`src/rtl/core_seq_pkg.sv`:
```
// Shared opcode, state and trap definitions for the
// multi-cycle RV32I sequencer.
package core_seq_pkg;

  localparam logic [6:0] OPCODE_OP     = 7'b0110011;
  localparam logic [6:0] OPCODE_OP_IMM = 7'b0010011;
  localparam logic [6:0] OPCODE_LOAD   = 7'b0000011;
  localparam logic [6:0] OPCODE_STORE  = 7'b0100011;
  localparam logic [6:0] OPCODE_BRANCH = 7'b1100011;
  localparam logic [6:0] OPCODE_JAL    = 7'b1101111;
  localparam logic [6:0] OPCODE_JALR   = 7'b1100111;
  localparam logic [6:0] OPCODE_LUI    = 7'b0110111;
  localparam logic [6:0] OPCODE_AUIPC  = 7'b0010111;

  typedef enum logic [2:0] {
    S_FETCH     = 3'd0,
    S_DECODE    = 3'd1,
    S_EXECUTE   = 3'd2,
    S_MEMORY    = 3'd3,
    S_WRITEBACK = 3'd4,
    S_HALT      = 3'd5
  } state_t;

  localparam logic [1:0] TRAP_NONE     = 2'd0;
  localparam logic [1:0] TRAP_ILLEGAL  = 2'd1;
  localparam logic [1:0] TRAP_MISALIGN = 2'd2;

endpackage

```
`src/rtl/core_seq.sv`:
```
// Multi-cycle sequencer: owns PC, IR and instret, and
// steps fetch/decode/execute/memory/writeback one at a time.
module core_seq
  import core_seq_pkg::*;
#(
  parameter logic [31:0] RESET_PC = 32'h0000_0000,
  parameter int          XLEN     = 32
) (
  input  logic            clk,
  input  logic            rst,
  output logic            imem_req,
  output logic [XLEN-1:0] imem_addr,
  input  logic            imem_ack,
  input  logic [31:0]     imem_rdata,
  output logic [31:0]     instr,
  output logic [XLEN-1:0] pc,
  output logic            dec_en,
  output logic            exec_en,
  output logic            dmem_req,
  output logic            dmem_we,
  input  logic            dmem_ack,
  input  logic            branch_taken,
  input  logic [XLEN-1:0] branch_target,
  output logic            wb_en,
  output logic            halted,
  output logic [1:0]      trap_cause,
  output logic [31:0]     instret
);

  state_t state;

  logic [6:0]      opcode;
  logic            is_mem;
  logic            writes_rd;
  logic [XLEN-1:0] next_pc;
  logic            misalign;
  logic            wb_q;

  function automatic logic legal_op(input logic [6:0] op);
    case (op)
      OPCODE_OP, OPCODE_OP_IMM, OPCODE_LOAD,
      OPCODE_STORE, OPCODE_BRANCH, OPCODE_JAL,
      OPCODE_JALR, OPCODE_LUI, OPCODE_AUIPC:
        legal_op = 1'b1;
      default:
        legal_op = 1'b0;
    endcase
  endfunction

  assign opcode = instr[6:0];
  assign is_mem = (opcode == OPCODE_LOAD) ||
                  (opcode == OPCODE_STORE);
  assign writes_rd = (opcode != OPCODE_STORE) &&
                     (opcode != OPCODE_BRANCH) &&
                     (instr[11:7] != 5'd0);

  assign next_pc = branch_taken ? branch_target
                                : pc + XLEN'(4);
  assign misalign = (next_pc[1:0] != 2'b00);

  // a faulting instruction must not write back
  assign wb_en = wb_q & ~misalign;

  assign imem_addr = pc;

  always_ff @(posedge clk or posedge rst) begin
    if (rst) begin
      state      <= S_FETCH;
      pc         <= RESET_PC;
      instr      <= '0;
      instret    <= '0;
      halted     <= 1'b0;
      trap_cause <= TRAP_NONE;
      imem_req   <= 1'b0;
      dmem_req   <= 1'b0;
      dmem_we    <= 1'b0;
      dec_en     <= 1'b0;
      exec_en    <= 1'b0;
      wb_q       <= 1'b0;
    end else begin
      dec_en  <= 1'b0;
      exec_en <= 1'b0;
      wb_q    <= 1'b0;
      unique case (state)
        S_FETCH: begin
          if (imem_req && imem_ack) begin
            instr    <= imem_rdata;
            imem_req <= 1'b0;
            dec_en   <= 1'b1;
            state    <= S_DECODE;
          end else begin
            imem_req <= 1'b1;
          end
        end
        S_DECODE: begin
          if (legal_op(opcode)) begin
            exec_en <= 1'b1;
            state   <= S_EXECUTE;
          end else begin
            halted     <= 1'b1;
            trap_cause <= TRAP_ILLEGAL;
            state      <= S_HALT;
          end
        end
        S_EXECUTE: begin
          if (is_mem) begin
            dmem_req <= 1'b1;
            dmem_we  <= (opcode == OPCODE_STORE);
            state    <= S_MEMORY;
          end else begin
            wb_q  <= writes_rd;
            state <= S_WRITEBACK;
          end
        end
        S_MEMORY: begin
          if (dmem_ack) begin
            dmem_req <= 1'b0;
            dmem_we  <= 1'b0;
            wb_q     <= writes_rd;
            state    <= S_WRITEBACK;
          end
        end
        S_WRITEBACK: begin
          if (misalign) begin
            halted     <= 1'b1;
            trap_cause <= TRAP_MISALIGN;
            state      <= S_HALT;
          end else begin
            pc       <= next_pc;
            instret  <= instret + 32'd1;
            imem_req <= 1'b1;
            state    <= S_FETCH;
          end
        end
        S_HALT: begin
          halted <= 1'b1;
        end
        default: begin
          halted <= 1'b1;
          state  <= S_HALT;
        end
      endcase
    end
  end

endmodule
```
`config.mk`:
```
export PLATFORM = sky130hd
export DESIGN_NAME = core_seq
export DESIGN_NICKNAME = d
export VERILOG_FILES = /design/src/rtl/core_seq_pkg.sv /design/src/rtl/core_seq.sv
export SDC_FILE = /design/constraint.sdc
export NUM_CORES = 1
export LEC_CHECK = 0
export CAP_MARGIN = 5
export CORE_MARGIN = 2
export CORE_UTILIZATION = 38
export CTS_BUF_LIST = sky130_fd_sc_hd__clkbuf_4 sky130_fd_sc_hd__clkbuf_8
export CTS_CLUSTER_DIAMETER = 120
export CTS_CLUSTER_SIZE = 28
export DETAILED_ROUTE_END_ITERATION = 16
export PLACE_DENSITY = 0.7
export SYNTH_ARGS = -nofsm -noshare
export SYNTH_HDL_FRONTEND = slang
export SYNTH_SLANG_ARGS = --single-unit
```
`constraint.sdc`:
```
create_clock -name clk -period 10.4 [get_ports clk]
set_input_delay 2.08 -clock clk [delete_from_list [all_inputs] [get_ports clk]]
set_output_delay 2.08 -clock clk [all_outputs]
set_load 0.005 [all_outputs]
```
==> flow_summary.yaml, run 1 <==
setup_path:
  cp_cell_sequence: "clkdlybuf4s50_1 -> buf_4 -> nor3b_4 -> nor2_1 -> nor2b_1 -> clkdlybuf4s50_1"
  critPathLaunchType: "input port"
  critPathKind: "in2out"
  r2r-start: "state[2]"
  critPathCaptureType: "output pin"
  max_stage_delay_ps: 540
  cp-startpoint: "branch_taken"
  critPathMaxFanout: 25
  slowest_stage: "clkdlybuf4s50_1"
  cp.arrival_ps: 4080
  worst_path_most_repeated_cell: "clkdlybuf4s50_1"
  worstPathRequired_ps: 8320
clocking:
  cts_tree: "done"
  clk_pin_slew_ps: 100
  root_buffer: "clkbuf_8"
  cts_made_buffers: 9
  cts_htree_levels: 3
  clock_latency_ps: 380
  cts_buffer_depth: 2
  hold_buffers: 0
  post_cts_resized: 0
  cts_num_sinks: 108
  cts_setup_buffers: 0
synthesis:
  ys_types: 66
  synth_edf_count: 0
  yosysMostFrequentCell: "dfrtp_1"
  synth_top_cell_area_share_pct: 47.4
  ys.flop_type: "dfrtp_1"
  synthTopCellsByArea: "dfrtp_1 47%, mux2_2 6.5%, buf_4 4.3%"
  seq_area_frac_synth_pct: 47.4
  synthesis.instances: 550
  async_reset_ff_share_pct: 100
  syn_area_um2: 5700
  ys_top_cells_by_count: "108 x dfrtp_1, 41 x nand2_1, 38 x nor2_1"
  synth.avg_cell_area_um2: 10.4
  synth_top_area_cell: "dfrtp_1"
  yosysWarnings: 0
  syn_nets: 621
  ys_ff_latch: 108
layout:
  final_util_pct: 53.6
  drive_gt1_share_pct: 10.7
  syn_to_final_growth_pct: 37.2
  diodes: 0
  fin_area_um2: 7820
  layoutNonFillerInstCount: 902
  layout.nets: 785
floorplan:
  start_util_pct: 39.1
  coreArea_um2: 14600
  die_area_um2: 16000
  row_count: 44
  die_x_um: 126
  ios: 206
  die_y_um: 126
global_routing:
  grt_pass1_vias: 4865
  grt-ovfl-total: 0
  grt_max_degree: 65
  met2_usage_pct: 32.1
  grt.total_usage_pct: 19.2
  grt_pass1_wl_mm: 24.9
  antenna_found_initial: 0
  top_usage_layer: "met2"
  use_met1_pct: 24.1
  grtUsageMet3_pct: 6.33
pwr:
  power.density_nw_per_um2: 91.1
  irDropWorstVdd_v: 0.0000851
  p_leak_uw: 0.00331
sta:
  final-hold-violation-count: 0
  post-route-min-period_ps: 6160
  max_freq_mhz: 162
  setup_viol: 0
  hold_slack_ps: 474
  finalSetupTns_ps: 0
  rsz0062_at_grt: "no"
  slew_viol_final: 0
  clock_skew_ps: 18.3
  slew_headroom_pct: 35.9
  worst_pin_slew_ps: 954
  fin_crit_sh_pct: 59.3
run:
  max_cap_violations: 0
placed_design:
  port-buffer-count: 205
  placed_area_um2: 7640
  hpwl_mm: 11.1
  gp_congestion: 0.775
  dp.cells: 887
hold_path:
  holdCritStartpoint: "instret[31]"
  hp-class: "reg2reg"
drt:
  postRouteAntennaNets: 0
  drtPass1Iterations: 5
  wl_per_cell_um: 16.9
  num_vias: 4859
  drt_iter0_drc: 458
  routed_wl_mm: 15.2
  via_per_inst: 5.39
  drc_errors: 0
outcome:
  run_status: "completed"
final cells by class:
class / instances / area [um2]
clock buffer: 11 / 151
multi-input combinational: 376 / 2580
clock inverter: 4 / 25.0
timing repair buffer: 209 / 2080
fill: 1248 / 6770
inverter: 10 / 40.0
sequential: 108 / 2700
tap: 184 / 230
logic make-up after synthesis:
logic type	after synthesis	share of synthesized area, %
muxes	35	6.87
and+or+nand+nor	207	21.8
AOI/OAI and AO/OA	101	11.4
buffers and inverters	66	7.22
DFF	108	47.4
adders and majority gates	2	0.439
xor gates and xnor gates	31	4.77
through the flow:
stage	setup WS, ps	total power, uW
floorplan	5470	445
global route	4100	749
global placement	4240	479
CTS	4230	726
detailed placement	4250	480
finish	4240	712
power by group:
group | switching [uW] | internal, uW | leakage, uW
sequential | 2.02 | 421 | 0.00146
clock | 142 | 98.2 | 0.0000872
combinational | 19.6 | 28.7 | 0.00176
total | 164 | 548 | 0.00331
sequential cells by signal, summed over array words and instances, names as in the netlist:
register / count
dec_en: 1
trap_cause: 2
instr: 32
dmem_req: 1
wb_q: 1
halted: 1
imem_req: 1
imem_addr: 32
dmem_we: 1
exec_en: 1
instret: 32
state: 3
per-layer routing:
metal,up-vias,wire length [um]
li1,2306,-
met1,2393,6450
met2,154,7740
met3,6,951
met4,0,109
met5,-,0
worst max-delay path, delay by kind of cell:
kind / cells / cell delay (ps)
simple gates: 3 / 710
buf+inv: 3 / 1300
placed cells by master, fill, tap and decap left out, types with 3 or more instances in the layout:
cell type          n
a211oi_1           5
a21o_1             5
a21oi_1           32
a22oi_1            3
a311oi_1           3
a41o_1             3
and2_1             7
and3_1            11
and4_1            12
buf_4              4
clkbuf_8          11
clkdlybuf4s50_1  205
dfrtp_1          108
inv_1              8
mux2_2            33
nand2_1           41
nand3_1           24
nand4_1           18
nor2_1            38
nor2b_1            3
nor3_1            12
nor3_2             5
nor4_1             5
o211ai_1           5
o21ai_0           14
o22ai_1           15
or3_1              4
xnor2_1           16
xor2_1            15
worst paths after layout:
kind                                  to  slack [ps]  cells after the start
max                                wb_en        4240                      6
min                          instret[31]         470                      1
max reg2reg                imem_addr[25]        7340                      6
min reg2reg                  instret[31]         470                      1
min in group asynchronous   imem_addr[5]        2200                      2
max in group asynchronous      instr[28]        7060                      3
No activity file was read; power rests on OpenSTA's default activity.
==> run 2: changes to the inputs <==
--- a/config.mk
+++ b/config.mk
@@ -12,7 +12,7 @@
 export CTS_CLUSTER_DIAMETER = 120
 export CTS_CLUSTER_SIZE = 28
 export DETAILED_ROUTE_END_ITERATION = 16
-export PLACE_DENSITY = 0.7
+export PLACE_DENSITY = 0.73
 export SYNTH_ARGS = -nofsm -noshare
 export SYNTH_HDL_FRONTEND = slang
 export SYNTH_SLANG_ARGS = --single-unit
==> constraint.sdc (replaced) <==
create_clock -name clk -period 5.4 [get_ports clk]
set_input_delay 1.08 -clock clk [delete_from_list [all_inputs] [get_ports clk]]
set_output_delay 1.08 -clock clk [all_outputs]
set_load 0.005 [all_outputs]
==> run 2 against run 1 <==
  * Highest routed layer unchanged
  * Count of clock-buffer cells in the layout fell by 1
  * Clock skew fell by 8.7 ps
  * Critical path depth fell by 1
  * Largest power group unchanged
  * Cell count rose by 0.22%
  * Global-route usage fell by 0.34 points
  * Die area did not move
  * Clock power rose by 110%
  * First-iteration DRC count fell by 36%
==> flow_summary.yaml, run 2 (same netlist as run 1, synthesis figures left out) <==
hold_path:
  hp-class: "reg2reg"
drt:
  drt_iter0_drc: 294
  postRouteAntennaNets: 0
  wl_per_cell_um: 16.8
  via_per_inst: 5.41
  drc_errors: 0
  drtPass1Iterations: 4
  num_vias: 4891
  routed_wl_mm: 15.2
floorplan:
  row_count: 44
  die_area_um2: 16000
  ios: 206
  coreArea_um2: 14600
  die_x_um: 126
  start_util_pct: 39.1
  die_y_um: 126
setup_path:
  cp.arrival_ps: 3120
  critPathLaunchType: "input port"
  worstPathRequired_ps: 4320
  critPathKind: "in2out"
  critPathMaxFanout: 11
  critPathCaptureType: "output pin"
clocking:
  hold_buffers: 0
  cts_made_buffers: 9
  cts_num_sinks: 108
  clock_latency_ps: 380
  cts_buffer_depth: 2
  cts_setup_buffers: 0
  cts_htree_levels: 3
  root_buffer: "clkbuf_8"
  cts_tree: "done"
  clk_pin_slew_ps: 100
  post_cts_resized: 0
sta:
  fin_crit_sh_pct: 77.8
  slew_headroom_pct: 34.4
  rsz0062_at_grt: "no"
  final-hold-violation-count: 0
  slew_viol_final: 0
  setup_viol: 0
  clock_skew_ps: 9.61
  max_freq_mhz: 238
  post-route-min-period_ps: 4200
  finalSetupTns_ps: 0
  worst_pin_slew_ps: 984
global_routing:
  grt_pass1_wl_mm: 24.7
  grt_pass1_vias: 4794
  antenna_found_initial: 0
  grt_max_degree: 80
  grt.total_usage_pct: 18.9
  grt-ovfl-total: 0
layout:
  drive_gt1_share_pct: 11.0
  mostFrequentLayoutCell: "clkdlybuf4s50_1"
  most-common-layout-cells: "205 x clkdlybuf4s50_1, 108 x dfrtp_1, 41 x nand2_1, 38 x nor2_1, 33 x mux2_2"
  layout.nets: 786
  fill_cells: 1257
  syn_to_final_growth_pct: 37.6
  diodes: 0
  final_util_pct: 53.7
placed_design:
  hpwl_mm: 11.2
  gp_congestion: 0.821
  port-buffer-count: 205
pwr:
  irDropWorstVdd_v: 0.000113
  power.density_nw_per_um2: 180
  total_power_uw: 1410
  p_leak_uw: 0.00332
outcome:
  run_status: "completed"
run:
  max_cap_violations: 0
## run 2: area by class of cell
type	instances	area (um2)	area share, %
sequential	108	2700	34.5
multi-input combinational	376	2580	33.0
timing repair buffer	210	2090	26.6
tap	184	230	2.94
clock buffer	10	131	1.68
clock inverter	6	63.8	0.814
inverter	10	40.0	0.511
## run 2: routing by layer
| layer | GRT usage [%] | vias up | wire length (um) |
|---|---|---|---|
| met4 | 6.72 | 0 | 278 |
| li1 | - | 2314 | - |
| met2 | 31.4 | 151 | 7620 |
| met5 | 0 | - | 0 |
| met3 | 3.63 | 19 | 878 |
| met1 | 24.7 | 2407 | 6410 |
## run 2: path summary, 6_finish.rpt
check                                  start            to  slack, ps  cells past startpoint
worst max-delay path            branch_taken         wb_en       1200                      5
worst min-delay path             instret[31]   instret[31]        480                      1
worst max register to register      state[2]  imem_addr[9]       2600                      6
worst min register to register   instret[31]   instret[31]        480                      1
max in group asynchronous                rst  imem_addr[3]       3180                      3
min in group asynchronous                rst     instr[23]       1280                      2
## run 2: power breakdown
part / internal, uW / switching (uW) / total, uW
Clock: 220 / 281 / 501
Combinational: 55.3 / 37.7 / 93.1
Sequential: 811 / 3.87 / 815
Total: 1090 / 323 / 1410
## run 2: through the flow
| step | instance area [um2] | setup WS (ps) | hold WS (ps) | instances |
|---|---|---|---|---|
| after detailed placement | 7650 | 1200 | 470 | 888 |
| after floorplan | 5700 | 1470 | 465 | 550 |
| final | 7840 | 1200 | 483 | 904 |
| after global placement | 7650 | 1280 | 461 | 888 |
| after CTS | 7840 | 1180 | 484 | 904 |
| after global routing | 7840 | 1050 | 490 | 904 |
## run 2: worst max-delay path, stage by stage
cell and delay (ps):
clkdlybuf4s50_1 780, nor3b_4 380, nor2_1 170, nor2b_1 170, clkdlybuf4s50_1 540
